## src/rtl/imm_narrow_16b_12b_pkg.sv

```systemverilog
// Shared constants, FIFO entry layout and the 16b -> 12b narrowing rule.
package imm_narrow_16b_12b_pkg;

    localparam int unsigned IN_W    = 16;
    localparam int unsigned IMM12_W = 12;
    localparam int unsigned ENTRY_W = IMM12_W + 1;

    localparam logic [IMM12_W-1:0] IMM12_MAX = 12'h7FF;
    localparam logic [IMM12_W-1:0] IMM12_MIN = 12'h800;

    typedef struct packed {
        logic               ovf;
        logic [IMM12_W-1:0] data;
    } imm_entry_t;

    // Value fits iff the bits above the 12-bit sign bit replicate it.
    function automatic imm_entry_t narrow_imm(input logic [IN_W-1:0] v, input logic sat);
        imm_entry_t e;
        logic       fits;
        fits   = (v[IN_W-1:IMM12_W-1] == {(IN_W-IMM12_W+1){v[IN_W-1]}});
        e.ovf  = ~fits;
        e.data = v[IMM12_W-1:0];
        if (!fits && sat) begin
            e.data = v[IN_W-1] ? IMM12_MIN : IMM12_MAX;
        end
        return e;
    endfunction

endpackage

```

## src/rtl/imm_narrow_16b_12b_sync_fifo_ptr.sv

```systemverilog
// Pointer-based synchronous FIFO with registered write-ready (not full) and read-valid (not empty).
module imm_narrow_16b_12b_sync_fifo_ptr #(
    parameter int unsigned WIDTH = 13,
    parameter int unsigned DEPTH = 2
) (
    input  logic             clk,
    input  logic             reset_n,
    input  logic             push,
    input  logic             pop,
    input  logic [WIDTH-1:0] wr_data,
    output logic [WIDTH-1:0] rd_data,
    output logic             wr_ready,
    output logic             rd_valid
);

    localparam int unsigned PTR_W = (DEPTH > 1) ? $clog2(DEPTH) : 1;
    localparam int unsigned CNT_W = $clog2(DEPTH + 1);

    logic [WIDTH-1:0] mem_q [DEPTH];
    logic [WIDTH-1:0] mem_d [DEPTH];
    logic [PTR_W-1:0] wr_ptr_q, wr_ptr_d;
    logic [PTR_W-1:0] rd_ptr_q, rd_ptr_d;
    logic [CNT_W-1:0] count_q, count_d;
    logic             wr_ready_q, wr_ready_d;
    logic             rd_valid_q, rd_valid_d;
    logic             push_ok, pop_ok;

    assign push_ok = push & wr_ready_q;
    assign pop_ok  = pop & rd_valid_q;

    always_comb begin
        mem_d    = mem_q;
        wr_ptr_d = wr_ptr_q;
        rd_ptr_d = rd_ptr_q;
        count_d  = count_q;
        if (push_ok) begin
            mem_d[wr_ptr_q] = wr_data;
            wr_ptr_d        = wr_ptr_q + PTR_W'(1);
        end
        if (pop_ok) begin
            rd_ptr_d = rd_ptr_q + PTR_W'(1);
        end
        case ({push_ok, pop_ok})
            2'b10:   count_d = count_q + CNT_W'(1);
            2'b01:   count_d = count_q - CNT_W'(1);
            default: count_d = count_q;
        endcase
        // Ready/valid track the post-edge occupancy so no same-cycle pass-through exists.
        wr_ready_d = (count_d < CNT_W'(DEPTH));
        rd_valid_d = (count_d != '0);
    end

    always_ff @(posedge clk or negedge reset_n) begin
        if (!reset_n) begin
            for (int unsigned i = 0; i < DEPTH; i++) begin
                mem_q[i] <= '0;
            end
            wr_ptr_q   <= '0;
            rd_ptr_q   <= '0;
            count_q    <= '0;
            wr_ready_q <= 1'b0;
            rd_valid_q <= 1'b0;
        end else begin
            mem_q      <= mem_d;
            wr_ptr_q   <= wr_ptr_d;
            rd_ptr_q   <= rd_ptr_d;
            count_q    <= count_d;
            wr_ready_q <= wr_ready_d;
            rd_valid_q <= rd_valid_d;
        end
    end

    assign rd_data  = mem_q[rd_ptr_q];
    assign wr_ready = wr_ready_q;
    assign rd_valid = rd_valid_q;

endmodule

```

## src/rtl/imm_narrow_16b_12b.sv

```systemverilog
// Narrows signed 16-bit values to 12-bit immediates, buffers {ovf, data} in a FIFO, counts overflows.
module imm_narrow_16b_12b
    import imm_narrow_16b_12b_pkg::*;
#(
    parameter bit          SATURATE   = 1'b1,
    parameter int unsigned FIFO_DEPTH = 2,
    parameter int unsigned CNT_W      = 8
) (
    input  logic               clk,
    input  logic               reset_n,
    input  logic               in_valid,
    output logic               in_ready,
    input  logic [IN_W-1:0]    in_data,
    output logic               out_valid,
    input  logic               out_ready,
    output logic [IMM12_W-1:0] out_data,
    output logic               out_ovf,
    input  logic               clr_count,
    output logic [CNT_W-1:0]   ovf_count
);

    localparam logic [CNT_W-1:0] CNT_MAX = '1;

    imm_entry_t         in_entry_c;
    imm_entry_t         head_entry;
    logic [ENTRY_W-1:0] head_bits;
    logic               push;
    logic               pop;
    logic [CNT_W-1:0]   ovf_count_q, ovf_count_d;

    assign in_entry_c = narrow_imm(in_data, SATURATE);
    assign push       = in_valid & in_ready;
    assign pop        = out_valid & out_ready;

    imm_narrow_16b_12b_sync_fifo_ptr #(
        .WIDTH (ENTRY_W),
        .DEPTH (FIFO_DEPTH)
    ) u_fifo (
        .clk      (clk),
        .reset_n  (reset_n),
        .push     (push),
        .pop      (pop),
        .wr_data  (in_entry_c),
        .rd_data  (head_bits),
        .wr_ready (in_ready),
        .rd_valid (out_valid)
    );

    assign head_entry = imm_entry_t'(head_bits);
    assign out_data   = head_entry.data;
    assign out_ovf    = head_entry.ovf;

    // Clear wins over a same-cycle overflow event; the count sticks at all-ones.
    always_comb begin
        ovf_count_d = ovf_count_q;
        if (clr_count) begin
            ovf_count_d = '0;
        end else if (push && in_entry_c.ovf && (ovf_count_q != CNT_MAX)) begin
            ovf_count_d = ovf_count_q + CNT_W'(1);
        end
    end

    always_ff @(posedge clk or negedge reset_n) begin
        if (!reset_n) begin
            ovf_count_q <= '0;
        end else begin
            ovf_count_q <= ovf_count_d;
        end
    end

    assign ovf_count = ovf_count_q;

endmodule

```

## config.mk

```make
export PLATFORM = sky130hd
export DESIGN_NAME = imm_narrow_16b_12b
export DESIGN_NICKNAME = d
export VERILOG_FILES = /design/src/rtl/imm_narrow_16b_12b_pkg.sv /design/src/rtl/imm_narrow_16b_12b_sync_fifo_ptr.sv /design/src/rtl/imm_narrow_16b_12b.sv
export SDC_FILE = /design/constraint.sdc
export NUM_CORES = 1
export LEC_CHECK = 0
export CAP_MARGIN = 5
export CORE_MARGIN = 4
export CORE_UTILIZATION = 50
export DETAILED_ROUTE_END_ITERATION = 7
export GPL_TIMING_DRIVEN = 1
export PLACE_DENSITY_LB_ADDON = 0.2
export SETUP_SLACK_MARGIN = 0.05
export SKIP_LAST_GASP = 1
export SYNTH_ARGS = -nofsm -noshare
export SYNTH_HDL_FRONTEND = slang
export SYNTH_HIERARCHICAL = 1
export SYNTH_SLANG_ARGS = --single-unit
```

## constraint.sdc

```tcl
create_clock -name clk -period 2.1 [get_ports clk]
set_clock_uncertainty 0.2 [all_clocks]
set_input_delay 0.42 -clock clk [delete_from_list [all_inputs] [get_ports clk]]
set_output_delay 0.42 -clock clk [all_outputs]
set_load 0.1 [all_outputs]
```

==> impl_metrics.tcl <==
set metrics [dict create \
    die_area_um2 5227 \
    grt_pass1_wl_um 8286 \
    synth_top_area_share_pct 48.43 \
    holdWs_ns 0.3005 \
    areaGrowthSynthToFinish_pct 51.09 \
    cp_cell_sequence "dlygate4sd2_1, or4_4, mux2i_4, buf_4, nor2_4, a21o_1, mux2_2" \
    fin_total_pwr_mw 5.547 \
    status "complete, but fails checks" \
    nFillCells 240 \
    cp-endpoint "u_fifo/mem_q[7]$_DFFE_PN0P_" \
    insertion_delay_ns 0.29 \
    finalHoldViolations 0 \
    synth_cell_types 34 \
    mappedNetlistArea_um2 2067 \
    reg2reg_from "ovf_count[1]$_DFFE_PN0P_" \
    tightest_slew_ns 0.5512 \
    ys.flop_type "dfrtp_1" \
    min_period_ns 2.103 \
    place_congestion 0.8061 \
    synth_top_cell_by_area "dfrtp_1" \
    h-tree-depth 2 \
    antenna_found_initial 0 \
    hpwl_um 3344 \
    routedWlPerCell_um 18.35 \
    crit_required_ns 2.08 \
    finalSetupViolations 1 \
    wirelength_um 5121 \
    drv_cap 0 \
    ioPinCount 44 \
    cp-start-kind "input pin" \
    setup_slack_ns -0.003018 \
    synth_area_leaders "dfrtp_1, mux2_2, mux2_4, a21o_1, nand3_1" \
    maxSlewHeadroom_pct 63.25 \
    r2r_slack_ns 0.20 \
    nets 251 \
    cp_max_fo 5 \
    grt_max_degree 26 \
    pre_cts_slack_ns -0.4770 \
    overflow 0 \
    coreArea_um2 4000 \
    ys_seq_area_share_pct 48.43 \
    dr.first_iter.drc_count 72 \
    drc 0 \
    yosysWarningCount 6 \
    vias 1571 \
    numCtsBuffers 5 \
    period_share_pct 100.1 \
    leakage_nw 1.382 \
    tns_ns -0.003018 \
    syn_nets 190 \
    grt_pass1_vias 1680 \
    clkSinkCount 40 \
    synth-edff-count 0 \
    cts_tree "built" \
    crit_slowest_cell "or4_4" \
    reg2reg_to "ovf_count[3]$_DFFE_PN0P_" \
    port_buffers 43 \
    rsz0062_at_grt "yes" \
    path_class "in -> reg" \
    via_per_inst 5.631 \
    antenna_cells 0 \
    synth_async_sr_flop_share_pct 100.0 \
    cts_root_buffer "clkbuf_8" \
    fmax_mhz 475.5 \
    first_pass_iters 4 \
    die_h_um 72.30 \
    clk_pin_slew_ns 0.08 \
    clockBufferDepth 2 \
    r2r_cells 5 \
    gr-usage-all-layers_pct 20.71 \
    cp_data_arrival_time_ns 2.08 \
    end_kind "register" \
    hp-class "reg -> reg" \
    timing.final.max_slew_violations 0 \
    die_w_um 72.30 \
    power_density_nw_per_um2 1776 \
    rows 23 \
    syn_area_per_cell_um2 12.38 \
    vdd.ir_drop.worst_v 0.0009938 \
    failed_checks "negative setup slack" \
    worstSetupStartpoint "in_data[11]" \
    drive_above_1_share_pct 50.22 \
    ys_ff_latch 40 \
    initial_core_util_pct 51.67 \
    netlist_instances 167 \
    ant_nets 0 \
    slowest_delay_ns 0.52 \
]
==> critical path, delay by kind of cell <==
family | cells | cell delay, ns
simple gates | 2 | 0.58
mux | 2 | 0.49
buf+inv | 2 | 0.42
compound gates | 1 | 0.18
==> power breakdown <==
part | internal (mW) | switching (mW) | total, mW
Sequential | 1.10 | 0.226 | 1.33
Combinational | 1.53 | 2.15 | 3.68
Clock | 0.266 | 0.275 | 0.541
Total | 2.90 | 2.65 | 5.55
==> flip-flops by register name (all words and copies together), names as in the netlist <==
name             flops
u_fifo/mem_q        26
ovf_count            8
u_fifo/count_q       2
u_fifo/rd_ptr_q      1
u_fifo/rd_valid      1
u_fifo/wr_ptr_q      1
u_fifo/wr_ready      1
==> per-stage QoR <==
step | util (%) | cell area [um^2] | instances
after floorplan | - | 2085 | 167
after global placement | 71.72 | 2869 | 264
after global routing | 78.07 | 3123 | 279
final | 78.07 | 3123 | 279
after CTS | 75.45 | 3018 | 274
after detailed placement | 71.72 | 2869 | 264
==> cells in the final DEF, fill, tap and decap left out, types with 3 or more instances in the layout <==
master	Yosys	final
mux2_2	33	32
dfrtp_1	40	30
buf_12	1	27
clkdlybuf4s50_1	0	15
a21o_1	12	12
mux2_4	9	10
dfrtp_2	0	9
buf_4	0	9
nor2_1	8	7
nand3_1	6	6
clkbuf_8	0	6
inv_1	6	5
nor3_1	5	5
nand4_1	3	3
nand2_1	3	3
and2_1	3	3
nor2b_1	3	3
dlygate4sd2_1	0	3
xnor2_1	3	3
xor2_1	3	3
==> timing repair <==
item,in CTS,in global routing
cloned,1,1
resized for setup,14,11
pin swaps,3,2
hold buffers,1,0
buffers inserted,0,4
setup endpoints to repair,44,45
endpoints found under the hold margin,24,0
==> cell type report <==
type	instances	area, um^2	share of cell area [%]
multi-input combinational	113	1046	33.49
inverter	7	28.78	0.9215
timing repair buffer	61	872.1	27.92
clock buffer	6	82.58	2.644
clock inverter	2	15.01	0.4808
tap	50	62.56	2.003
sequential	40	1016	32.53
==> per-layer routing <==
metal | track usage [%] | routed length (um) | vias to the layer above
met1 | 24.57 | 1970 | 798
met5 | 0 | 0 | -
li1 | - | - | 720
met4 | 6.681 | 137 | 0
met2 | 36.00 | 2784 | 40
met3 | 5.956 | 229 | 13
==> cell usage after synthesis (2+ instances only) <==
cell and count:
a21o_1 12, a21oi_1 3, a31oi_1 2, and2_1 3, buf_2 4, clkbuf_1 2, dfrtp_1 40, ha_1 2
inv_1 6, mux2_2 33, mux2_4 9, nand2_1 3, nand2b_1 2, nand3_1 6, nand4_1 3, nor2_1 8
nor2b_1 3, nor3_1 5, nor4_1 2, xnor2_1 3, xor2_1 3
==> how the worst min path moves through the flow <==
stage	from	cells past startpoint	slack, ns	to
after floorplan	reset_n	0	-0.08	ovf_count[0]$_DFFE_PN0P_
after global placement	reset_n	1	0.23	u_fifo/mem_q[23]$_DFFE_PN0P_
after detailed placement	reset_n	1	0.24	u_fifo/mem_q[10]$_DFFE_PN0P_
after CTS	u_fifo/rd_ptr_q$_DFFE_PN0P_	1	0.29	u_fifo/rd_ptr_q$_DFFE_PN0P_
after global routing	u_fifo/mem_q[18]$_DFFE_PN0P_	1	0.31	u_fifo/mem_q[18]$_DFFE_PN0P_
final	u_fifo/wr_ptr_q$_DFFE_PN0P_	2	0.30	u_fifo/wr_ptr_q$_DFFE_PN0P_
==> logic make-up (layout without fill, tap and decap cells) <==
group           Yosys count  count (layout)  synth area share, %
compound gates           21              21                7.567
xor+xnor                  6               6                2.543
fa+ha+maj                 2               2                1.210
buf+inv                  15              76                4.116
flops                    40              40                48.43
mux                      44              44                26.09
simple gates             39              40                10.05
No activity file was read; power rests on OpenSTA's default activity.
